==> src/rtl/cam_update_ctrl.sv <==
`timescale 1ns/1ps
`default_nettype none
// ============================================================================
//  Module      : cam_update_ctrl
//  Description : Arbitrates CAM update requests round-robin, issues one
//                update strobe per accepted request, and spaces updates so the
//                CAM result settles before the next one. The optional macro
//                CAM_UPDATE_FWD_EN forwards the in-flight key/value to hit_o
//                while the raw CAM result may be stale.
//  Revision    : 1.0 - initial release
// ============================================================================
module cam_update_ctrl #(
   parameter int NUM_REQ         = 2,
   parameter int PACKS_OF_5_BITS = 4
) (
   input  logic                             clk,
   input  logic                             rst,
   input  logic [NUM_REQ-1:0]               req_valid_i,
   input  logic [NUM_REQ*5*PACKS_OF_5_BITS-1:0] req_key_i,
   input  logic [NUM_REQ-1:0]               req_key_valid_i,
   output logic [NUM_REQ-1:0]               req_ready_o,
   output logic                             update_o,
   output logic [5*PACKS_OF_5_BITS-1:0]     set_key_o,
   output logic                             set_key_valid_o,
   input  logic [5*PACKS_OF_5_BITS-1:0]     cmp_key_i,
   input  logic                             cam_hit_i,
   output logic                             hit_o,
   output logic                             busy_o
);

   localparam int KW  = 5 * PACKS_OF_5_BITS;
   localparam int RRW = (NUM_REQ > 1) ? $clog2(NUM_REQ) : 1;

   typedef enum logic [1:0] {
      ST_IDLE   = 2'd0,
      ST_ISSUE  = 2'd1,
      ST_SETTLE = 2'd2
   } state_t;

   state_t          r_state;
   state_t          w_state_nxt;
   logic [RRW-1:0]  r_rr;
   logic [RRW-1:0]  w_rr_nxt;
   logic [KW-1:0]   r_pend_key;
   logic            r_pend_val;
   logic [RRW-1:0]  w_gnt_idx;
   logic            w_found;
   logic            w_accept;

   // Round-robin search starting at r_rr; grant only in IDLE and out of reset
   always_comb begin
      int             w_idx;
      logic [RRW-1:0] w_idx_t;
      w_idx       = 0;
      w_idx_t     = '0;
      w_gnt_idx   = '0;
      w_found     = 1'b0;
      req_ready_o = '0;
      for (int i = 0; i < NUM_REQ; i++) begin
         w_idx = int'(r_rr) + i;
         if (w_idx >= NUM_REQ) begin
            w_idx = w_idx - NUM_REQ;
         end
         w_idx_t = RRW'(w_idx);
         if (!w_found && req_valid_i[w_idx_t]) begin
            w_found   = 1'b1;
            w_gnt_idx = w_idx_t;
         end
      end
      if ((r_state == ST_IDLE) && !rst && w_found) begin
         req_ready_o[w_gnt_idx] = 1'b1;
      end
   end

   // Grant implies valid, so any ready bit is an accepted transfer
   assign w_accept = |req_ready_o;
   assign w_rr_nxt = (w_gnt_idx == RRW'(NUM_REQ - 1)) ? '0 : (w_gnt_idx + RRW'(1));

   // Next-state and strobe decode; update is suppressed while in reset
   always_comb begin
      w_state_nxt = r_state;
      update_o    = 1'b0;
      busy_o      = 1'b0;
      case (r_state)
         ST_IDLE: begin
            if (w_accept) begin
               w_state_nxt = ST_ISSUE;
            end
         end
         ST_ISSUE: begin
            update_o    = !rst;
            busy_o      = 1'b1;
            w_state_nxt = ST_SETTLE;
         end
         ST_SETTLE: begin
            busy_o      = 1'b1;
            w_state_nxt = ST_IDLE;
         end
         default: begin
            w_state_nxt = ST_IDLE;
         end
      endcase
   end

   // State register, round-robin pointer and pending key/value capture
   always_ff @(posedge clk) begin
      if (rst) begin
         r_state    <= ST_IDLE;
         r_rr       <= '0;
         r_pend_key <= '0;
         r_pend_val <= 1'b0;
      end else begin
         r_state <= w_state_nxt;
         if (w_accept) begin
            r_rr       <= w_rr_nxt;
            r_pend_key <= req_key_i[w_gnt_idx*KW +: KW];
            r_pend_val <= req_key_valid_i[w_gnt_idx];
         end
      end
   end

   // Pending registers change only on acceptance in IDLE, so the following
   // cycle is always ISSUE; driving them straight out gives hold-last-value.
   assign set_key_o       = r_pend_key;
   assign set_key_valid_o = r_pend_val;

`ifdef CAM_UPDATE_FWD_EN
   // Forward the in-flight value while the CAM may still return stale data
   assign hit_o = (busy_o && (cmp_key_i == r_pend_key)) ? r_pend_val : cam_hit_i;
`else
   assign hit_o = cam_hit_i;
`endif

endmodule
`default_nettype wire

==> config.mk <==
export PLATFORM = sky130hd
export DESIGN_NAME = cam_update_ctrl
export DESIGN_NICKNAME = d
export VERILOG_FILES = /design/src/rtl/cam_update_ctrl.sv
export SDC_FILE = /design/constraint.sdc
export NUM_CORES = 1
export LEC_CHECK = 0
export CORE_UTILIZATION = 30
export CTS_CLUSTER_SIZE = 12
export DETAILED_ROUTE_END_ITERATION = 8
export PLACE_DENSITY_LB_ADDON = 0.05
export SKIP_LAST_GASP = 1
export SLEW_MARGIN = 20
export SYNTH_ARGS = -nofsm -noshare
export SYNTH_HDL_FRONTEND = slang
export SYNTH_SLANG_ARGS = --single-unit
==> constraint.sdc <==
create_clock -name clk -period 1.5 [get_ports clk]
set_clock_uncertainty 0.15 [all_clocks]
set_input_delay 0.225 -clock clk [delete_from_list [all_inputs] [get_ports clk]]
set_output_delay 0.225 -clock clk [all_outputs]
set_load 0.05 [all_outputs]
==> flow_summary_export.csv <==
group,metric,value,unit
floorplanning,floorplan_die_width,66.1,µm
floorplanning,start_util,32.4,%
drt,routed_wire_length_per_instance,17.0,µm
grt,grt_antenna_before_repair,0,
grt,grtUsageMet3,3.28,%
power_and_ir_drop,p_leak,0.000947,µW
timing,fmaxAchievable,578,MHz
grt,wire_length_of_the_first_global_routing_pass,7000,µm
worst_setup_path,crit_path_max_fanout,6,
worst_setup_path,critical_path.reg2reg.startpoint,"r_state[1]$_SDFFE_PP0P_",
grt,groute.layer.met2.usage,37.5,%
logic_synthesis,ys_seq_area_share,39.0,%
job,timing.max_cap.violations,0,
layout,layout.core_utilization,68.7,%
layout,syn2layout_area_growth,112,%
drt,postRouteWirelength,4760,µm
drt,detail-route-antenna-nets,0,
logic_synthesis,post_synth_num_cell_types,23,
floorplanning,die_area,0.00436,mm²
placed_design,numPlacedInstances,268,
clocking,cts-buffers-inserted,3,
drt,drt-vias-per-instance,5.46,
power_and_ir_drop,power-per-cell-area,919,mW/mm²
layout,number_of_filler_cells_placed_in_the_layout,292,
logic_synthesis,mappedNetlistArea,0.00123,mm²
drt,dr_total_vias,1533,
worst_setup_path,timing.reg2reg.worst_path_depth,8,
timing,worst-slew-pin-transition,0.324,ns
worst_setup_path,worst-r2r-setup-slack,-0.10,ns
worst_setup_path,critical_path_arrival,1.36,ns
grt,grt_start_max_net_pins,22,
power_and_ir_drop,worst_ir_drop_vdd,668,µV
placed_design,pre_cts_slack,-0.249,ns
hold_path,whs_endpoint,"r_rr$_SDFFE_PP0P_",
floorplanning,placeableCoreArea,0.00380,mm²
layout,mostFrequentLayoutCell,"sky130_fd_sc_hd__clkdlybuf4s50_1",
timing,final-hold-violation-count,0,
clocking,cts_tree,"yes",
clocking,cts_sinks,24,
floorplanning,num_io_pins,93,
floorplanning,num_rows,22,
clocking,clock_insertion_delay_worst_skew,0.28,ns
drt,post-route-drc-count,0,
worst_setup_path,worst_ep_required_time,1.12,ns
floorplanning,die_height,66.1,µm
worst_setup_path,criticalPathCategory,"input port to output pin",
worst_setup_path,r2r-end,"set_key_o[1]$_SDFFE_PP0P_",
grt,first_global_vias,1480,
timing,postLayoutSetupSlackWorst,-0.231,ns
layout,count_of_nets_after_finishing,304,
clocking,ctsLongestPathBuffers,2,
logic_synthesis,yosysWarnings,0,
grt,busiest_layer,"met2",
timing,tns,-2.39,ns
layout,layout.cells.non_filler,281,
logic_synthesis,synth.ff_latch_count,24,
hold_path,hold_path.startpoint,"req_valid_i[0]",
drt,drt_first_pass_iters,4,
timing,final-max-slew-violation-count,0,
outcome,status,"complete, but fails checks",
logic_synthesis,synth_nets,220,
timing,period_needed,1.73,ns
clocking,ctsRootBufferMaster,"sky130_fd_sc_hd__clkbuf_8",
clocking,cts-htree-levels,1,
layout,antenna_cells_inserted,0,
logic_synthesis,post_synth_inst_count,150,
grt,grt_util_met1,24.2,%
grt,global_route.usage.total,20.8,%
timing,slew_headroom,78.4,%
layout,mostFrequentLayoutCells,"sky130_fd_sc_hd__clkdlybuf4s50_1, sky130_fd_sc_hd__buf_12, sky130_fd_sc_hd__dfxtp_1, sky130_fd_sc_hd__nand4_1, sky130_fd_sc_hd__a31oi_1",
timing,setup-violations-final,26,
clocking,holdBufCountCts,0,
worst_setup_path,timing.critical_path.to_type,"output pin",
outcome,violations_in_the_final_reports,"negative setup slack",
placed_design,place.port_buffers,70,
timing,grt_setup_unrepaired,"yes",
clocking,clkSlewWorstSetupHoldPaths,0.09,ns
layout,post_route_cells_drive_above_1_share,37.8,%
worst_setup_path,start_kind,"input port",
placed_design,finalWeightedCongestion,0.759,
placed_design,dp.final_hpwl,3160,µm
drt,detailedRoute.firstIterationViolations,125,
grt,grt_remaining_overflow,0,
timing,min_period_over_period,115,%
logic_synthesis,syn-mean-instance-area,8.21,µm²
hold_path,whs_path_depth,3,
hold_path,min_path_type,"input port to flop",
## kinds of logic (layout without fill, tap and decap cells)
group / after synthesis / in the layout / share of synthesized area, %
AO/OA/AOI/OAI: 43 / 43 / 19.6
adder cells (fa/ha/maj): 3 / 3 / 3.05
buffers and inverters: 21 / 104 / 10.1
flip-flops: 24 / 24 / 39.0
multiplexers: 2 / 2 / 1.63
AND/OR/NAND/NOR: 57 / 57 / 26.6
## registers in the layout, summed over array words and instances (netlist names)
signal,count
r_rr,1
set_key_o,20
r_state,2
set_key_valid_o,1
## cell type report
| type | count | area, µm² | area share [%] |
|---|---|---|---|
| repair buffers | 98 | 1220 | 46.6 |
| multi-input cells | 105 | 771 | 29.5 |
| flip-flops and latches | 24 | 483 | 18.5 |
| well taps | 48 | 60.1 | 2.30 |
| clock buffers | 3 | 41.3 | 1.58 |
| clock inverters | 1 | 30.0 | 1.15 |
| inverters | 2 | 7.51 | 0.288 |
## metrics by stage
step           instance area (µm²)  hold slack [ns]  power, µW
2_1_floorplan                 1260            0.229       1220
3_3_place_gp                  2280            0.301       1660
3_5_place_dp                  2280            0.301       1680
4_1_cts                       2410            0.301       2300
5_1_grt                       2610            0.290       2500
6_report                      2610            0.226       2400
## worst max-delay path by stage
stage | startpoint | end | slack, ns | cells after the start
2_1_floorplan | r_state[1]$_SDFFE_PP0P_ | req_ready_o[0] | 0.002 | 5
3_5_place_dp | rst | set_key_valid_o$_SDFFE_PP0P_ | -0.25 | 6
5_1_grt | r_state[1]$_SDFFE_PP0P_ | req_ready_o[0] | -0.27 | 5
4_1_cts | r_state[0]$_SDFFE_PP0P_ | req_ready_o[0] | -0.23 | 5
3_3_place_gp | rst | req_ready_o[0] | -0.22 | 4
6_report | req_valid_i[1] | req_ready_o[1] | -0.23 | 4
## cells in the mapped netlist
cell,instances,area (µm²)
sky130_fd_sc_hd__nand3_1,21,105
sky130_fd_sc_hd__and3_1,2,12.5
sky130_fd_sc_hd__nor3b_2,1,12.5
sky130_fd_sc_hd__a31oi_1,21,131
sky130_fd_sc_hd__o21ai_0,1,5.00
sky130_fd_sc_hd__mux2i_1,2,20.0
sky130_fd_sc_hd__ha_1,3,37.5
sky130_fd_sc_hd__and2b_2,1,8.76
sky130_fd_sc_hd__nor2_1,3,11.3
sky130_fd_sc_hd__nand3b_1,1,7.51
sky130_fd_sc_hd__buf_2,12,60.1
sky130_fd_sc_hd__and3b_1,1,8.76
sky130_fd_sc_hd__clkbuf_1,2,7.51
sky130_fd_sc_hd__nand4_1,21,131
sky130_fd_sc_hd__nor2b_1,1,6.26
sky130_fd_sc_hd__buf_6,3,33.8
sky130_fd_sc_hd__o21ai_1,20,100
sky130_fd_sc_hd__buf_4,2,15.0
sky130_fd_sc_hd__nand2b_1,2,12.5
sky130_fd_sc_hd__dfxtp_1,24,480
sky130_fd_sc_hd__nand2_1,3,11.3
sky130_fd_sc_hd__inv_1,2,7.51
sky130_fd_sc_hd__a21oi_1,1,5.00
## power by group
part	leakage [µW]	switching (µW)	internal [µW]
clock network	0.0000357	232	358
logic	0.000715	508	549
registers	0.000197	59.3	694
total	0.000947	799	1600
## repair_timing
item / CTS / global route
pin swaps: 2 / 29
resized for setup: 6 / 36
setup endpoints to repair: 3 / 26
gates cloned: 0 / 4
setup buffers: 4 / 2
## routing by layer
| layer | part of all wire (%) | vias to the layer above |
|---|---|---|
| met5 | 0 | - |
| li1 | - | 730 |
| met1 | 42 | 735 |
| met4 | 1.6 | 0 |
| met2 | 50 | 59 |
| met3 | 6.1 | 9 |
## worst max-delay path, stage by stage
cell and delay, ns:
sky130_fd_sc_hd__clkdlybuf4s50_1 0.64, sky130_fd_sc_hd__buf_4 0.17, sky130_fd_sc_hd__and3_4 0.18, sky130_fd_sc_hd__buf_12 0.13
Power figures use the tool's default switching activity.
